<file path="config.mk">
export PLATFORM = sky130hd
export DESIGN_NAME = fifo_uart_tx
export DESIGN_NICKNAME = d
export VERILOG_FILES = /design/src/rtl/fifo_uart_tx_pkg.sv /design/src/rtl/fifo_uart_tx_baud.sv /design/src/rtl/fifo_uart_tx.sv
export SDC_FILE = /design/constraint.sdc
export NUM_CORES = 1
export LEC_CHECK = 0
export BUFFER_PORTS_ARGS = -buffer_cell sky130_fd_sc_hd__buf_2
export CAP_MARGIN = 40
export CORE_ASPECT_RATIO = 0.6
export CORE_MARGIN = 10
export CORE_UTILIZATION = 45
export DETAILED_ROUTE_END_ITERATION = 10
export GPL_TIMING_DRIVEN = 0
export PLACE_DENSITY = 0.74
export SYNTH_ARGS = -nofsm -noshare
export SYNTH_HDL_FRONTEND = slang
export SYNTH_SLANG_ARGS = --single-unit
</file>
<file path="constraint.sdc">
create_clock -name Clk -period 2.04 [get_ports Clk]
set_input_delay 0.306 -clock Clk [delete_from_list [all_inputs] [get_ports Clk]]
set_output_delay 0.306 -clock Clk [all_outputs]
set_load 0.03 [all_outputs]
</file>
<file path="src/rtl/fifo_uart_tx_pkg.sv">
// Shared types for the FIFO-fed UART transmitter: frame state encoding and line idle level.
package fifo_uart_tx_pkg;

  typedef enum logic [2:0] {
    IDLE,
    LOAD,
    START,
    DATA,
    PARITY,
    STOP
  } tx_state_t;

  localparam logic TX_IDLE_LEVEL = 1'b1;

endpackage

</file>
<file path="src/rtl/fifo_uart_tx_baud.sv">
// Bit-period timer: bitEnd pulses on the last cycle of every CLKS_PER_BIT-cycle bit period.
module fifo_uart_tx_baud #(
  parameter int CLKS_PER_BIT = 16
) (
  input  logic Clk,
  input  logic Rst_n,
  input  logic restart,
  output logic bitEnd
);

  localparam int CW = (CLKS_PER_BIT > 1) ? $clog2(CLKS_PER_BIT) : 1;
  localparam logic [CW-1:0] LAST = CW'(CLKS_PER_BIT - 1);

  logic [CW-1:0] r_cnt;

  // restart holds the count at 0 so the first bit period after it is a full one.
  assign bitEnd = !restart && (r_cnt == LAST);

  always_ff @(posedge Clk or negedge Rst_n) begin
    if (!Rst_n) begin
      r_cnt <= '0;
    end else if (restart || bitEnd) begin
      r_cnt <= '0;
    end else begin
      r_cnt <= r_cnt + 1'b1;
    end
  end

endmodule

</file>
<file path="src/rtl/fifo_uart_tx.sv">
// Pops words from a synchronous FIFO and shifts them out LSB-first as UART frames.
// Optional even-parity bit is compiled in with `define FIFO_UART_TX_PARITY_EN.
module fifo_uart_tx
  import fifo_uart_tx_pkg::*;
#(
  parameter int DATA_WIDTH   = 8,
  parameter int CLKS_PER_BIT = 16,
  parameter int STOP_BITS    = 1
) (
  input  logic                  Clk,
  input  logic                  Rst_n,
  input  logic                  enable,
  input  logic                  fifoEmpty,
  input  logic [DATA_WIDTH-1:0] fifoData,
  output logic                  fifoRd,
  output logic                  txd,
  output logic                  busy,
  output logic                  txDone,
  output tx_state_t             dbgState
);

  localparam int BW = $clog2(DATA_WIDTH + 1);
  localparam logic [BW-1:0] LAST_DATA = BW'(DATA_WIDTH - 1);
  localparam logic [BW-1:0] LAST_STOP = BW'(STOP_BITS - 1);

  tx_state_t             r_state, w_next;
  logic [DATA_WIDTH-1:0] r_shift, w_shift_next;
  logic [BW-1:0]         r_bit_cnt, w_bit_cnt_next;
  logic                  r_txd, r_busy, r_txdone;
  logic                  w_txd_next, w_restart, w_bit_end;
`ifdef FIFO_UART_TX_PARITY_EN
  logic                  r_parity;
`endif

  fifo_uart_tx_baud #(.CLKS_PER_BIT(CLKS_PER_BIT)) u_baud (
    .Clk    (Clk),
    .Rst_n  (Rst_n),
    .restart(w_restart),
    .bitEnd (w_bit_end)
  );

  always_comb begin
    w_next         = r_state;
    w_shift_next   = r_shift;
    w_bit_cnt_next = r_bit_cnt;
    w_restart      = 1'b0;
    fifoRd         = 1'b0;
    case (r_state)
      IDLE: begin
        w_restart = 1'b1;
        if (enable && !fifoEmpty) begin
          fifoRd = 1'b1;
          w_next = LOAD;
        end
      end
      LOAD: begin
        w_restart      = 1'b1;
        w_shift_next   = fifoData;
        w_bit_cnt_next = '0;
        w_next         = START;
      end
      START: if (w_bit_end) w_next = DATA;
      DATA: begin
        if (w_bit_end) begin
          w_shift_next = r_shift >> 1;
          if (r_bit_cnt == LAST_DATA) begin
            w_bit_cnt_next = '0;
`ifdef FIFO_UART_TX_PARITY_EN
            w_next = PARITY;
`else
            w_next = STOP;
`endif
          end else begin
            w_bit_cnt_next = r_bit_cnt + 1'b1;
          end
        end
      end
`ifdef FIFO_UART_TX_PARITY_EN
      PARITY: if (w_bit_end) w_next = STOP;
`endif
      STOP: begin
        // The bit counter is reused to count stop bits.
        if (w_bit_end) begin
          if (r_bit_cnt == LAST_STOP) begin
            w_bit_cnt_next = '0;
            w_next         = IDLE;
          end else begin
            w_bit_cnt_next = r_bit_cnt + 1'b1;
          end
        end
      end
      default: w_next = IDLE;
    endcase
  end

  // Line level is computed from the next state so the registered txd lines up with r_state.
  always_comb begin
    w_txd_next = TX_IDLE_LEVEL;
    case (w_next)
      START:  w_txd_next = 1'b0;
      DATA:   w_txd_next = w_shift_next[0];
`ifdef FIFO_UART_TX_PARITY_EN
      PARITY: w_txd_next = r_parity;
`endif
      default: w_txd_next = TX_IDLE_LEVEL;
    endcase
  end

  always_ff @(posedge Clk or negedge Rst_n) begin
    if (!Rst_n) begin
      r_state   <= IDLE;
      r_shift   <= '0;
      r_bit_cnt <= '0;
      r_txd     <= TX_IDLE_LEVEL;
      r_busy    <= 1'b0;
      r_txdone  <= 1'b0;
    end else begin
      r_state   <= w_next;
      r_shift   <= w_shift_next;
      r_bit_cnt <= w_bit_cnt_next;
      r_txd     <= w_txd_next;
      r_busy    <= (w_next != IDLE);
      r_txdone  <= (r_state == STOP) && (w_next == IDLE);
    end
  end

`ifdef FIFO_UART_TX_PARITY_EN
  always_ff @(posedge Clk or negedge Rst_n) begin
    if (!Rst_n) begin
      r_parity <= 1'b0;
    end else if (r_state == LOAD) begin
      r_parity <= ^fifoData;
    end
  end
`endif

  assign txd      = r_txd;
  assign busy     = r_busy;
  assign txDone   = r_txdone;
  assign dbgState = r_state;

endmodule

</file>
# Word level (Yosys, flattened, before mapping)
# Cells that the tools add are included.
op_classes:
  n_reduce_logical: 15
  n_eq_ne: 10
  n_addsub: 2
  n_mux: 19
ops:
  columns: ["op", "count"]
  rows:
  - ["2-to-1 mux 4 bit", 5]
  - ["2-to-1 mux 3 bit", 6]
  - ["case mux 8 bit (2 select lines)", 1]
  - ["case mux 3 bit (5 select lines)", 1]
  - ["== test 3 x 2 -> 1 bit (second input constant)", 4]
  - ["case mux 4 bit (3 select lines)", 1]
  - ["adder 4 x 1 -> 4 bit (second input constant)", 2]
  - ["2-to-1 mux 8 bit", 1]
  - ["zero test 3 bit", 2]
  - ["nonzero test 3 bit", 2]
  - ["== test 4 x 3 -> 1 bit (second input constant)", 1]
  - ["== test 4 bit (second input constant)", 1]
  - ["zero test 4 bit", 1]
  - ["!= test 2 x 1 -> 1 bit (second input constant)", 2]
  - ["== test 3 x 1 -> 1 bit (second input constant)", 1]
  - ["== test 3 bit (second input constant)", 1]
  - ["logical AND 1 bit", 3]
  - ["2-to-1 mux 1 bit", 3]
  - ["AND reduction 3 bit", 1]
  - ["zero test 1 bit", 2]
  - ["case mux 1 bit (2 select lines)", 1]
  - ["AND reduction 2 bit", 1]
  - ["nonzero test 2 bit", 1]
  - ["OR reduction 2 bit", 1]
  - ["logical OR 1 bit", 1]
word_totals:
  input_bits: 12
  regBits: 22
  elab_cells: 54

# Logic depth before layout (Yosys ltp)
depth:
  depth_word: 9
  depth_mapped: 6
  depth_no_buf: 6

# Hierarchy
# Synthesis repeated with hierarchy kept, for this count alone.
unflattened:
  cells_unflattened: 107
  area_unflattened_um2: 1099.8
modules_own_cells:
  columns: ["module", "instances", "cells_each", "area_per_inst_um2"]
  rows:
  - ["fifo_uart_tx", 1, 92, 924.6]
  - ["fifo_uart_tx_baud", 1, 15, 175.2]

# Least setup slack after synthesis
# OpenSTA, ideal clock, no wires.
synth_timing:
  path_kind: "register to output"
  from: "register r_state[0] (netlist: dbgState[0])"
  to: "output port fifoRd"
  stages_incl_launch_ff: 4
  required_ns: 1.734
  arrival_time_ns: 1.477
  path_slack_ns: 0.257
  cell_sequence: "dfrtp_1 buf_4 or3b_1 nor2_1"
synth_via:
  elab_chain_len: 2
synth_lines:
  columns: ["item", "line", "rtl"]
  rows:
  - ["from (decl)", "fifo_uart_tx.sv:26", "tx_state_t r_state, w_next;"]
  - ["from (signal assigned)", "fifo_uart_tx.sv:118", "r_state <= w_next;"]
  - ["zero test 3 bit", "fifo_uart_tx.sv:48", "case (r_state)"]
  - ["2-to-1 mux 1 bit", "fifo_uart_tx.sv:48", null]
  - ["to (decl)", "fifo_uart_tx.sv:15", "output logic fifoRd,"]
# Every way passes these cells.

# Worst setup path after layout
layout_timing:
  from: "register r_state[1] (netlist: dbgState[1])"
  to: "output port fifoRd"
# The elaborated chain is that of the path after synthesis.

==> flow_summary.json <==
{
  "h-tree-depth": 1,
  "pin_count": 19,
  "nets": 143,
  "worstSetupEndpointType": "primary output",
  "maxCapViolations": 0,
  "hold_violations": 21,
  "p_leak_nw": 0.627,
  "fmax_mhz": 552,
  "syn-num-nets": 120,
  "fin_ws_ns": 0.227,
  "diodes": 0,
  "place_ws_ns": 0.377,
  "dr.first_iter.drc_count": 111,
  "cts.hold.buffers_added": 0,
  "gp_congestion": 0.915,
  "synth-edff-count": 0,
  "hp-class": "primary input to async pin",
  "drive_above_1_share": 0.291,
  "setup_viol": 0,
  "fin_tns_setup_ns": 0,
  "die_area_um2": 4960,
  "start_util": 0.497,
  "core_um2": 2260,
  "worst_pin_slew_ns": 0.477,
  "grt_max_degree": 23,
  "synth_ff_type": "dfrtp_1",
  "worstPathMaxFanout": 10,
  "postCtsSetupBuffers": 0,
  "synthAdderAreaFrac": 0.0334,
  "ys_types": 43,
  "grt_pass1_wl_um": 4420,
  "start_kind": "flop",
  "synth_cells": 105,
  "synth-compound-area-share": 0.166,
  "clockBufferDepth": 2,
  "syn_to_final_growth_pct": 17.7,
  "ys_ff_latch": 22,
  "post-route-drc-count": 0,
  "synth_top_area_share": 0.468,
  "fp.dieW_um": 84.5,
  "clk_latency_ns": 0.27,
  "post-dp-hpwl_um": 1900,
  "skew_ns": 0.00367,
  "final_common_cell": "dfrtp_1",
  "synth_largest_area_cell": "dfrtp_1",
  "crit_type": "flop to primary output",
  "post_cts_resized": 0,
  "ant_nets": 0,
  "num_vias": 901,
  "routed_wl_um": 2530,
  "wl_per_cell_um": 16.1,
  "cp.required_ns": 1.73,
  "dr.pass1.iters": 5,
  "antenna_found_initial": 0,
  "synth_xor_area_frac": 0.0156,
  "netlist_area_um2": 1120,
  "clk_pin_slew_ns": 0.08,
  "cts_tree": "done",
  "numCtsBuffers": 3,
  "synth_top_family_by_area": "simple AND/OR/NAND/NOR gates",
  "ys_seq_area_frac": 0.491,
  "async_flop_share": 1.00,
  "fin_crit_sh": 0.889,
  "hold_ws_ns": -0.0146,
  "cts.sink_count": 22,
  "arrival_ns": 1.51,
  "failed_checks": "negative hold slack",
  "rows": 13,
  "grt_setup_unrepaired": "false",
  "final_cell_mix": "dfrtp_1 (21), buf_2 (19), nor2_1 (10)",
  "ys_warn_count": 0,
  "routed_via_density": 5.74,
  "muxShareOfSynthArea": 0.0189,
  "maxSlewHeadroom": 0.682,
  "syn_area_per_cell_um2": 10.7,
  "vdd_drop_max_mv": 0.284,
  "grt_overflow": 0,
  "die_h_um": 58.7,
  "cts-root-buf": "clkbuf_8",
  "grt_pass1_vias": 873,
  "power_density_nw_per_um2": 671,
  "synthTopCellsByArea": "dfrtp_1 (47%), a221o_1 (5.3%), and3_1 (3.3%)",
  "synth-simple-area-share": 0.241,
  "period_needed_ns": 1.81,
  "port-buffer-count": 18,
  "track_usage": 0.109,
  "drv_slew": 0,
  "utilization": 0.585,
  "r2r_slack_ns": 0.35,
  "status": "finished with violations"
}
==> flip-flops by register name (all words and copies together), names as in the netlist <==
| register | flops |
|---|---|
| txDone | 1 |
| r_bit_cnt | 4 |
| u_baud.r_cnt | 4 |
| r_shift | 8 |
| busy | 1 |
| txd | 1 |
| dbgState | 3 |
==> synth_stat cells (3+ instances only) <==
| cell type | instances |
|---|---|
| a221o_1 | 6 |
| ha_1 | 3 |
| nand2_1 | 5 |
| nand3_1 | 6 |
| and3_1 | 6 |
| nor2_1 | 10 |
| dfrtp_1 | 21 |
| inv_1 | 6 |
| a31oi_1 | 3 |
| nand2b_1 | 3 |
==> layout make-up <==
class / instances / area [um^2]
plain buffers: 3 / 16.3
clock buffers: 3 / 41.3
clock inverters: 1 / 30.0
fillers: 207 / 938
inverters: 6 / 22.5
multi-input cells: 74 / 533
flip-flops and latches: 22 / 552
well taps: 30 / 37.5
repair buffers: 18 / 90.1
==> where the power goes <==
part	total [mW]	leakage [nW]	switching [mW]	internal (mW)
clock network	0.409	0.0357	0.147	0.262
registers	0.448	0.270	0.00406	0.443
logic	0.0307	0.321	0.0163	0.0145
==> worst max-delay path, stage by stage (launching register included) <==
cell     delay, ns
dfrtp_1       0.41
buf_2         0.19
or2_2         0.34
nor2_1        0.10
buf_2         0.20
==> per-stage QoR <==
stage / instances / cell area (um^2) / power [mW] / hold slack (ns)
floorplan: 105 / 1120 / 0.466 / 0.0104
global placement: 153 / 1250 / 0.486 / 0.293
detailed placement: 153 / 1250 / 0.487 / 0.294
CTS: 157 / 1320 / 0.896 / 0.00419
global route: 157 / 1320 / 0.919 / 0.0239
finish: 157 / 1320 / 0.888 / -0.0146
==> metal layers <==
metal / up-vias / part of all wire / track usage
met2: 23 / 0.44 / 0.151
li1: 426 / - / -
met5: - / 0 / 0
met3: 4 / 0.061 / 0.0453
met4: 0 / 0.015 / 0.0421
met1: 448 / 0.48 / 0.145
==> cells by family (layout without fill, tap and decap cells) <==
family                   count (synthesis)  count (layout)
XOR/XNOR                                 2               2
adder cells (fa/ha/maj)                  3               3
flip-flops                              22              22
AND/OR/NAND/NOR                         44              44
multiplexers                             2               2
buffers and inverters                    9              31
AO/OA/AOI/OAI                           23              23
==> worst paths after layout <==
path,startpoint,endpoint,cells after the start
max,dbgState[1]$_DFF_PN0_,fifoRd,4
min,Rst_n,txDone$_DFF_PN0_,1
max reg2reg,u_baud.r_cnt[0]$_DFF_PN0_,r_shift[1]$_DFFE_PN0P_,5
min reg2reg,u_baud.r_cnt[0]$_DFF_PN0_,u_baud.r_cnt[0]$_DFF_PN0_,1
max in group asynchronous,Rst_n,txd$_DFF_PN1_,1
min in group Clk,fifoData[5],r_shift[5]$_DFFE_PN0P_,3
No activity file was read; power rests on OpenSTA's default activity.
